**config.mk**
```make
export PLATFORM = sky130hd
export DESIGN_NAME = button_debounce_irq
export DESIGN_NICKNAME = d
export VERILOG_FILES = /design/src/rtl/button_debounce_irq_pkg.sv /design/src/rtl/dflop.sv /design/src/rtl/sync2.sv /design/src/rtl/button_debounce_irq.sv
export SDC_FILE = /design/constraint.sdc
export NUM_CORES = 1
export LEC_CHECK = 0
export BUFFER_PORTS_ARGS = -buffer_cell sky130_fd_sc_hd__buf_2
export CORE_ASPECT_RATIO = 1.5
export CORE_MARGIN = 2
export CORE_UTILIZATION = 28
export DETAILED_ROUTE_END_ITERATION = 7
export SETUP_SLACK_MARGIN = 0.4
export SKIP_CTS_REPAIR_TIMING = 1
export SYNTH_ARGS = -nofsm -noshare
export SYNTH_HDL_FRONTEND = slang
export SYNTH_HIERARCHICAL = 1
export SYNTH_SLANG_ARGS = --single-unit
```
**constraint.sdc**
```tcl
create_clock -name clk -period 1.48 [get_ports clk]
set_input_delay 0.296 -clock clk [delete_from_list [all_inputs] [get_ports clk]]
set_output_delay 0.296 -clock clk [all_outputs]
set_load 0.01 [all_outputs]
```
**src/rtl/button_debounce_irq_pkg.sv**
```systemverilog
// button_debounce_irq_pkg: debounce FSM state encoding and default debounce length
package button_debounce_irq_pkg;
  typedef enum logic [1:0] {REL, WAIT_P, PRS, WAIT_R} state_t;
  localparam int DEBOUNCE_CYCLES_DEF = 500000;
endpackage

```
**src/rtl/dflop.sv**
```systemverilog
// dflop: D flip-flop cell with sync active-low reset; ports clk, rst, d, q
module dflop (
  input  logic clk,
  input  logic rst,
  input  logic d,
  output logic q
);
  always_ff @(posedge clk) q <= !rst ? 1'b0 : d;
endmodule

```
**src/rtl/sync2.sv**
```systemverilog
// sync2: two-flop synchronizer built from dflop cells; ports clk, rst (active-low), d (async), q
module sync2 (
  input  logic clk,
  input  logic rst,
  input  logic d,
  output logic q
);
  logic w_mid;
  dflop u_f0 (.clk(clk), .rst(rst), .d(d), .q(w_mid));
  dflop u_f1 (.clk(clk), .rst(rst), .d(w_mid), .q(q));
endmodule

```
**src/rtl/button_debounce_irq.sv**
```systemverilog
// button_debounce_irq: debounced button with press strobe and sticky irq; in clk, rst (sync active-low), i_btn_in, i_irq_ack; out o_btn_level, o_btn_pulse, o_irq, o_irq_lost
module button_debounce_irq
  import button_debounce_irq_pkg::*;
#(
  parameter int DEBOUNCE_CYCLES = DEBOUNCE_CYCLES_DEF,
  parameter int CNT_W           = 20
) (
  input  logic clk,
  input  logic rst,
  input  logic i_btn_in,
  input  logic i_irq_ack,
  output logic o_btn_level,
  output logic o_btn_pulse,
  output logic o_irq,
  output logic o_irq_lost
);
  logic             w_btn_s, w_done, w_set, w_level;
  state_t           r_state, w_next;
  logic [CNT_W-1:0] r_cnt, w_cnt;
  logic             r_level, r_pulse, r_irq, r_lost;
  sync2 u_sync (.clk(clk), .rst(rst), .d(i_btn_in), .q(w_btn_s));
  assign w_done = r_cnt == CNT_W'(DEBOUNCE_CYCLES - 1);
  always_comb begin
    w_next = r_state;
    case (r_state)
      REL:     w_next = w_btn_s ? WAIT_P : REL;
      WAIT_P:  w_next = !w_btn_s ? REL : (w_done ? PRS : WAIT_P);
      PRS:     w_next = w_btn_s ? PRS : WAIT_R;
      WAIT_R:  w_next = w_btn_s ? PRS : (w_done ? REL : WAIT_R);
      default: w_next = REL;
    endcase
    // counter only runs inside a pending state and restarts on every transition, so it cannot wrap
    w_cnt = (w_next != r_state) ? '0 : (r_state == WAIT_P || r_state == WAIT_R) ? r_cnt + 1'b1 : '0;
  end
  assign w_set   = r_state == WAIT_P && w_next == PRS;
  assign w_level = w_next == PRS || w_next == WAIT_R;
  always_ff @(posedge clk) begin
    if (!rst) begin
      r_state <= REL;
      r_cnt   <= '0;
      r_level <= 1'b0;
      r_pulse <= 1'b0;
      r_irq   <= 1'b0;
      r_lost  <= 1'b0;
    end else begin
      r_state <= w_next;
      r_cnt   <= w_cnt;
      r_level <= w_level;
      r_pulse <= w_set;
      // a new press beats a simultaneous ack, and an acked press is not counted as lost
      r_irq   <= w_set | (r_irq & ~i_irq_ack);
      r_lost  <= r_lost | (w_set & r_irq & ~i_irq_ack);
    end
  end
  assign o_btn_level = r_level;
  assign o_btn_pulse = r_pulse;
  assign o_irq       = r_irq;
  assign o_irq_lost  = r_lost;
endmodule

```
=== Word-level counts from Yosys, hierarchy flattened ===
Index checks and enable logic that the tools add are counted.

* Logic and storage cells: 36
* Output and inout bits: 4
* Bits of input ports: 4
* Bits in registers: 28

* Mux-type cells: 7
* Reductions and logical operators: 5
* Equal/unequal tests: 7
* Bitwise gates (word level): 8
* $add $sub $neg: 1

{| class="wikitable"
|+ Operator list
! operator !! count
|-
| $add 20x1->20 const B || 1
|-
| $eq 20x19->1 const B || 1
|-
| $eq 2x2->1 const B || 4
|-
| $mux 2 || 4
|-
| $pmux 2 s4 || 1
|-
| $and 1x1->1 || 3
|-
| $not 1->1 || 3
|-
| $reduce_or 3->1 || 1
|-
| $eq 2x1->1 const B || 1
|-
| $logic_not 2->1 || 1
|-
| $logic_or 1x1->1 || 2
|-
| $mux 1 || 2
|-
| $ne 2x2->1 || 1
|-
| $or 1x1->1 || 2
|-
| $logic_and 1x1->1 || 1
|}

=== Depth between registers and ports, before layout ===
Gate-level depths: netlist of run 1.

* Word-level depth: 9
* Depth in mapped cells: 6
* Depth with buffers taken out: 5

=== Cells and area by module ===
The synthesis of run 1 kept the hierarchy.

{| class="wikitable"
|+ By module, submodules not included
! module !! cells an instance !! sequential area each (um^2) !! instances !! area each (um^2)
|-
| button_debounce_irq || 127 || 500.5 || 1 || 1164.9
|-
| dflop || 2 || 20.0 || 2 || 26.3
|}

=== Least setup slack after synthesis of run 1 ===
OpenSTA, ideal clock, no wires.

* Path kind: register -> register
* From: register r_cnt[0]
* To: register r_cnt[17]
* Cell stages (with the launch flop): 7
* Data required time: 1358 ps
* Setup time: 122 ps
* Arrival time: 1451 ps
* Path slack: -92 ps
* Buffers on the path: 1
* Period minus slack after synthesis: 1572 ps
* Cell sequence: dfxtp_1 > ha_1 > nand4_1 > or3_1 > o2111ai_2 > buf_6 > a21oi_1

* Longest elaborated chain between the ends: 6
* Elaborated cells between the ends (all ways): 9
* Classes of those cells: 1 x add/sub; 2 x eq/ne; 5 x mux; 1 x reduce/logical

{| class="wikitable"
|+ Ends and longest elaborated chain
! what !! RTL line !! text
|-
| start: declaration || button_debounce_irq.sv:19 || <nowiki>logic [CNT_W-1:0] r_cnt, w_cnt;</nowiki>
|-
| start signal: assignment || button_debounce_irq.sv:47 || <nowiki>r_cnt <= w_cnt;</nowiki>
|-
| $eq 20x19->1 || button_debounce_irq.sv:22 || <nowiki>assign w_done = r_cnt == CNT_W'(DEBOUNCE_CYCLES - 1);</nowiki>
|-
| $mux 2, on equally long branches (2 in series) || button_debounce_irq.sv:29, button_debounce_irq.sv:27 ||
|-
| $pmux 2 s4 || button_debounce_irq.sv:25 || <nowiki>case (r_state)</nowiki>
|-
| $ne 2x2->1 || button_debounce_irq.sv:33 || <nowiki>w_cnt = (w_next != r_state) ? '0 : (r_state == WAIT_P || r_state == WAIT_R) ? r_cnt + 1'b1 : '0;</nowiki>
|-
| $reduce_or 3->1 (no source line) || n/a ||
|}

Several ways; a longest one is shown, not always the timed one.
A chain may end at the register's enable or synchronous reset.

=== Final worst setup path of run 1 ===
* From: register r_cnt[13]
* To: register r_cnt[19]

Same word-level chain as after synthesis.

==> impl.org, run 1 <==
** Floorplanning
- For this design the top-level I/O count stands at 8.
- DIE WIDTH :: 57.84 um
- Area inside the core boundary :: 4209 um2
- Std cell rows :: 29
- Once the floorplan was initialized, standard cells occupied slightly below 30% of the core.
- The floorplan step defined a die boundary enclosing 4902 um2.
- Chip Height :: 84.76 um

** CTS
- The later pin in the worst-skew pair is clocked with a latency of roughly 0.27 ns.
- TritonCTS built the clock tree.
- Clock tree buffer depth :: 2
- CTS placed an instance of sky130_fd_sc_hd__clkbuf_8 at the clock tree root.
- Clock Pin Slew Worst Setup and Hold Paths :: roughly 0.09 ns
- Htree depth :: 1
- Total clock buffers created by CTS :: 3
- The clock net in this run drives a total of 27 sinks.

** Status
- Result of the run :: complete, but fails checks
- The final reports fail on negative setup slack.

** Detailed routing
- First-iteration detailed-routing DRC count :: 11
- Routed vias :: approximately 1100
- Average wire per cell in the routed design :: approximately 13 um
- Count of nets left with antenna violations after detail routing :: 0
- Router iterations before antenna repair :: 4
- Drt drc :: 0
- Wirelength, routed :: 2.902 mm
- In the routed layout, each cell is associated on average with a via count of around 5.1.

** STA
- RSZ-0062 raised after global routing :: true
- Max-Slew Margin vs Limit :: about three quarters
- Maximum clock skew at final layout :: ~0.0056 ns
- Upper clock frequency limit :: around 0.62 GHz
- Final number of hold-violating endpoints :: 0
- Post-layout minimum cycle time :: roughly 1.6 ns
- Final period util :: 109.4%
- Max-slew violation count :: 0
- Final setup violating endpoints :: 21
- On the final layout, the worst hold slack is approximately 0.23 ns.
- Once routing completed, OpenROAD measured the worst setup slack at -0.1395 ns.
- At the pin with the least slew margin, the transition time is roughly 0.35 ns.

** Worst setup path
- STA puts the critical path data arrival time at between 1.5 and 2 ns.
- Critical path peak fanout :: 5
- On the critical path, the stage with the largest delay is an instance of sky130_fd_sc_hd__or3_4.
- The kind of cell with the highest combined delay along the critical path is simple AND/OR/NAND/NOR gates.
- Endpoint kind of the worst setup timing path :: flop
- Measured in cells, the most critical reg-to-reg path has a length of 5.
- The largest single stage delay on the critical path is 0.43 ns.
- Data on the critical path is required at its endpoint by 1.64 ns.
- CP cell instances :: nand4bb_1 -> or3_4 -> o2111ai_4 -> clkbuf_16 -> a21oi_2
- Element type at the critical path start :: flop
- The worst register-to-register path ends at r_cnt[19]$_SDFF_PP0_.
- Critical R2R Launch :: r_cnt[13]$_SDFF_PP0_
- In this run the register-to-register setup slack is -0.14 ns.
- The number of buffers and inverters on the critical path is 1.
- The worst setup path is of the reg2reg kind.

** Global route
- GRT met2 Usage :: 22.42%
- Met1 GRT Util :: around 13%
- Antenna violations before repair :: 0
- Total global-route track usage :: about an eighth
- Global routing met3 resource utilization :: 1.849%
- Entering global routing, the biggest net connects 21 pins.
- The via count of the first global-routing pass was around 1100.
- Summed over all layers, the global routing overflow is 0.
- First-pass GRT wire length :: around 4.7 mm
- The global routing stage identified its most utilized layer as met2.

** Synthesis
- Post-synthesis sequential element count :: 27
- Cell count after synthesis :: 131
- Of all cell types, the one taking the most synthesized area is sky130_fd_sc_hd__dfxtp_1.
- The synthesized design devotes to its leading area cell type 44.40% of total area.
- Post-synthesis net count :: 136
- Mean area per synthesized cell :: ~9.3 um2
- Synthesis Warnings :: 6
- After synthesis, flip-flops and latches occupy 44.40% of the total area.
- Sorting the synthesized cells by area gives the leading types as sky130_fd_sc_hd__dfxtp_1, sky130_fd_sc_hd__xor2_1, sky130_fd_sc_hd__nor2_1.
- Syn Std Cell Area :: between 1000 and 1500 um2
- Synth unique cells :: 31

** Power and ir drop
- Summed over all cells, the static leakage comes to 0.0006601 uW.
- In this run the power density over the cells is 686.2 nW/um2.
- Post-layout power :: roughly 1200 uW
- The worst-case IR drop observed on VDD is 0.0006654 V.

** Job
- Number of max-cap violations :: 0

** Final layout
- The post-route netlist has 37.06% of its cells at a drive strength greater than 1.
- Most frequent standard cell in the layout excluding fill and tap cells :: sky130_fd_sc_hd__buf_4
- Registers take 548.0 um2.
- After the flow finishes, the layout carries non-filler instances totaling about 220.
- The area growth from synthesis to layout is 38.95%.
- Footprint of the multi-input gates :: ~730 um2
- For this run, the share of the core covered by cells in the final layout is between 40% and 50%.
- Fin nets :: about 180
- Number of fillers in the final layout :: between 400 and 500
- Diodes inserted :: 0
- Leaving out fill and tap cells, the most frequent cells in the layout are sky130_fd_sc_hd__buf_4, sky130_fd_sc_hd__dfxtp_1, sky130_fd_sc_hd__nor2_1.

** Min path
- Hold Crit Endpoint :: u_sync/u_f0/q$_SDFF_PN0_
- In this run the most critical hold path is launched from i_btn_in.
- The tightest min-delay check is of the in2reg type.
- Counting instances, the worst hold path has a depth of 2.

** Placement
- Once placement completed, the tool counted placed cells totaling between 200 and 250.
- I/O Buffers :: 7
- RePlAce Congestion :: 0.7595
- Hpwl dp :: 2.059 mm
## final cells by class
class | instances | area share (%)
repair buffers | 38 | 18.20
clock buffers | 4 | 2.663
flip-flops and latches | 27 | 32.40
multi-input cells | 99 | 42.90
well taps | 46 | 3.402
inverters | 2 | 0.4438
## per-layer routing
metal / vias to the layer above / wire length (um)
met5: - / 0
met4: 0 / 83
met3: 9 / 71
met2: 19 / 1618
met1: 532 / 1129
li1: 548 / -
## report_power, final
| group | switching, uW | total (uW) | leakage (uW) | internal [uW] |
|---|---|---|---|---|
| Clock | 220 | 413 | 0.0000228 | 193 |
| Sequential | 1.71 | 731 | 0.000221 | 729 |
| Combinational | 8.81 | 16.8 | 0.000416 | 7.99 |
## cell usage after synthesis (all sizes together)
master	number
a21boi	1
a21oi	6
a31o	1
a41o	1
and2	5
and3	5
and4	5
buf	3
dfxtp	27
ha	1
inv	2
nand2	9
nand3	6
nand4	7
nand4b	1
nand4bb	1
nor2	16
nor2b	2
nor3	2
nor4	2
nor4b	1
o2111ai	1
o21a	1
o21ai	6
or3	6
xnor2	4
xor2	9
## logic make-up (layout without fill, tap and decap cells)
logic type / after synthesis / after routing / share of synthesized area (%)
AND/OR/NAND/NOR: 68 / 68 / 33.20
flip-flops: 27 / 27 / 44.40
AO/OA/AOI/OAI: 17 / 17 / 8.942
XOR/XNOR: 13 / 13 / 9.353
buffers and inverters: 5 / 44 / 3.084
adder cells (fa/ha/maj): 1 / 1 / 1.028
## worst register-to-register path, delay by kind of cell, from the launching register on
family | cells | cell delay [ns]
buffers and inverters | 1 | 0.21
AOI/OAI and AO/OA | 2 | 0.32
and+or+nand+nor | 2 | 0.58
DFF | 1 | 0.39
## worst max-delay path by stage
| stage | start | end | slack, ns | depth (start not counted) |
|---|---|---|---|---|
| 3_5_place_dp | r_cnt[1]$_SDFF_PP0_ | r_cnt[14]$_SDFF_PP0_ | -0.16 | 6 |
| 3_3_place_gp | r_cnt[14]$_SDFF_PP0_ | o_btn_pulse$_SDFF_PN0_ | -0.10 | 5 |
| 5_1_grt | r_cnt[0]$_SDFF_PP0_ | r_cnt[16]$_SDFF_PP0_ | -0.20 | 6 |
| 6_report | r_cnt[13]$_SDFF_PP0_ | r_cnt[19]$_SDFF_PP0_ | -0.14 | 5 |
| 2_1_floorplan | r_cnt[0]$_SDFF_PP0_ | r_cnt[17]$_SDFF_PP0_ | -0.07 | 6 |
| 4_1_cts | r_cnt[14]$_SDFF_PP0_ | o_btn_pulse$_SDFF_PN0_ | -0.18 | 5 |
## through the flow
step / cell area [um2] / setup TNS [ns] / setup slack (ns)
floorplan: 1234 / -1.275 / -0.06734
global placement: 1519 / -1.935 / -0.1005
detailed placement: 1519 / -3.036 / -0.1579
CTS: 1564 / -3.316 / -0.1776
global route: 1692 / -3.585 / -0.2022
finish: 1692 / -2.161 / -0.1395
## flip-flops by register name (all words and copies together), names as in the netlist
name and count:
r_state 2, u_sync/u_f0/q 1, o_btn_pulse 1, o_irq 1, o_irq_lost 1, u_sync/u_f1/q 1, r_cnt 20
Power figures use the tool's default switching activity.
==> run 2, diff against run 1 <==
CORE_UTILIZATION = 49   (was 28)
PLACE_DENSITY = 0.69   (was default)
==> run 2 against run 1 <==
  * The run still ends with negative setup slack left
  * Flip-flop and latch count did not move
  * Wire length shrank 2.5%
  * Non-clock buffer count up 1
  * Final cell count shrank 9.7%
  * Core utilization is 31 points higher
  * Clock power fell by 19%
  * Worst hold slack lost 0.086 ns
==> impl.org, run 2 (same netlist as run 1, synthesis figures left out) <==
** STA
- Final setup violating endpoints :: 20
- Worst Max-Slew Pin Slew :: roughly 0.3 ns
- After layout, the worst setup slack is -0.1142 ns.
- RSZ-0062 raised after global routing :: true
- Max-slew violation count :: 0
- Final number of hold-violating endpoints :: 0
- Final hold analysis gives a worst-case slack of roughly 0.15 ns.
- Final period util :: 107.7%
- Maximum clock skew at final layout :: between 0.01 and 0.015 ns
- Post-layout minimum cycle time :: roughly 1.6 ns
- The worst pin sits at a relative slew slack of roughly 80%.
- For this run, the top clock speed supported by timing is around 0.63 GHz.

** Global route
- Vias in the first global route :: 1118
- Entering global routing, the biggest net connects 16 pins.
- Overflow left after global routing :: 0
- The first global-routing pass estimated 4.595 mm of wire.
- The number of antenna violations at the first check in global routing was 0.
- Global routing consumed, over all layers together, approximately a fifth of the routing resources.

** Floorplanning
- From bottom edge to top edge, the die measures approximately 65 um.
- Pin placement for this block handled 8 I/O pins.
- Once the floorplan was initialized, standard cells occupied between 50% and 60% of the core.
- The core region is 2395 um2.
- Std cell rows :: 22
- From left edge to right edge, the die measures roughly 45 um.
- Area of the die :: just under 3000 um2

** Power and ir drop
- Registers are responsible for between 60% and 70% of the overall power.
- In this run the power density over the cells is approximately 630 nW/um2.
- IR analysis of the VDD net gives a maximum drop of ~0.0007 V.
- Share of power burned in combinational logic :: ~1.5%
- In this run the static leakage power is ~0.00065 uW.
- Fraction of power spent switching nets :: between 20 and 25%
- Clock power frac :: 30.9%
- Cell-internal power :: roughly 840 uW
- Net Switching :: between 200 and 250 uW

** Final layout
- Top library cells by usage in the layout, fill and taps aside :: sky130_fd_sc_hd__buf_4, sky130_fd_sc_hd__dfxtp_1, sky130_fd_sc_hd__nor2_1
- Area of all sequential standard cells :: approximately 560 um2
- Footprint of the multi-input gates :: roughly 760 um2
- Most frequent standard cell in the layout excluding fill and tap cells :: sky130_fd_sc_hd__buf_4
- The layout has 194 filler cells.
- Diodes inserted :: 0
- Cells with a size suffix above 1 make up between 40% and 50% of the layout.
- The register with the most flip-flops in the layout has 20 of them.
- Largest registers :: r_cnt (20), r_state (2)
- Non-filler cells in the finished layout :: ~200
- Signed area change from the synthesized netlist to the final layout :: 39.57%
- After the last flow step, the layout net total stands at roughly 180.
- Register with the highest flop count :: r_cnt

** Detailed routing
- The first routing iteration left 28 violations.
- Count of nets left with antenna violations after detail routing :: 0
- The first TritonRoute pass finished after 4 iterations.
- Wirelength, routed :: 2.828 mm
- Average wire per cell in the routed design :: approximately 15 um
- Via count normalized by instance count :: 5.718
- Routed vias :: approximately 1100
- Drt drc :: 0

** CTS
- The clock passes through at most 2 buffers.
- CTS built an H-tree with a depth of 1.
- TritonCTS built the clock tree.
- Clock Pin Slew Worst Setup and Hold Paths :: approximately 0.16 ns
- Total clock buffers created by CTS :: 3
- Cell chosen for the clock root :: sky130_fd_sc_hd__clkbuf_4
- The clock reaches the later pin of the worst-skew pair after 0.34 ns.
- For this design, the sink count on the clock tree is 27.

** Worst setup path
- Startpoint-to-endpoint class of the critical path :: reg2reg
- CP cell instances :: ha_4 -> nand4_1 -> or3_4 -> o2111ai_4 -> buf_6 -> a21oi_1
- Element type at the critical path start :: flop
- Endpoint kind of the worst setup timing path :: flop
- R2R setup slack :: -0.11 ns
- Critical path peak fanout :: 5
- For the worst setup path, the data required time is 1.71 ns.
- For this run, the slowest stage of the critical path takes ~0.38 ns.
- Crit path max-delay cell type :: sky130_fd_sc_hd__dfxtp_2
- STA puts the critical path data arrival time at about 1.8 ns.

** Placement
- In this run, placement finished with an instance count of between 150 and 200.
- Routability-driven placement finished with a final weighted congestion of 0.7979.
- Hpwl dp :: a little under 2 mm
- I/O Buffers :: 7

** Status
- The checks that failed: negative setup slack.
- The run finished, with violations left.

** Job
- Across the run, the number of max-cap violations was 0.

** Min path
- HP Class :: in2reg
==> run 2: path summary, 6_finish.rpt <==
kind,start,end,cells after the start
min reg2reg,u_sync/u_f0/q$_SDFF_PN0_,u_sync/u_f1/q$_SDFF_PN0_,1
max,r_cnt[1]$_SDFF_PP0_,r_cnt[14]$_SDFF_PP0_,6
max reg2reg,r_cnt[1]$_SDFF_PP0_,r_cnt[14]$_SDFF_PP0_,6
min,i_btn_in,u_sync/u_f0/q$_SDFF_PN0_,2
==> run 2: power by group through the flow <==
stage / Clock [uW] / Combinational (uW) / Sequential (uW)
floorplan: 0 / 5.34 / 748
global placement: 0 / 13.1 / 748
detailed placement: 0 / 13.8 / 748
CTS: 329 / 13.9 / 732
global route: 367 / 17.5 / 729
finish: 333 / 16.0 / 729
==> run 2: final cells by class <==
| class | instances | share of cell area, % |
|---|---|---|
| clock buffer | 3 | 1.325 |
| clock inverter | 1 | 0.2946 |
| inverter | 2 | 0.4418 |
| multi-input combinational | 99 | 44.55 |
| sequential | 27 | 32.84 |
| tap | 24 | 1.767 |
| timing repair buffer | 39 | 18.78 |
==> run 2: worst max-delay path: cells and delay by family, from the launching register on <==
family / cells / cell delay, ns
flops: 1 / 0.38
compound gates: 2 / 0.32
fa+ha+maj: 1 / 0.14
simple gates: 2 / 0.48
buf+inv: 1 / 0.17
==> run 2: layer usage <==
layer | wire length [um] | share of wire [%] | GRT usage (%) | vias up
met5 | 0 | 0 | 0 | -
met4 | 46 | 1.6 | 10.61 | 0
met3 | 66 | 2.3 | 1.950 | 4
met2 | 1597 | 56 | 36.96 | 26
met1 | 1117 | 39 | 23.87 | 533
li1 | - | - | - | 552
==> run 2: per-stage QoR <==
step	area, um2	TNS (ns)	setup slack (ns)	util [%]	total power [uW]
6_report	1699	-1.945	-0.1142	70.95	1078
5_1_grt	1699	-3.364	-0.1843	70.95	1114
4_1_cts	1506	-2.551	-0.1351	62.90	1075
3_5_place_dp	1479	-2.117	-0.1144	61.76	761.7
3_3_place_gp	1479	-1.165	-0.07053	61.76	760.8
2_1_floorplan	1234	-1.275	-0.06734	-	752.9
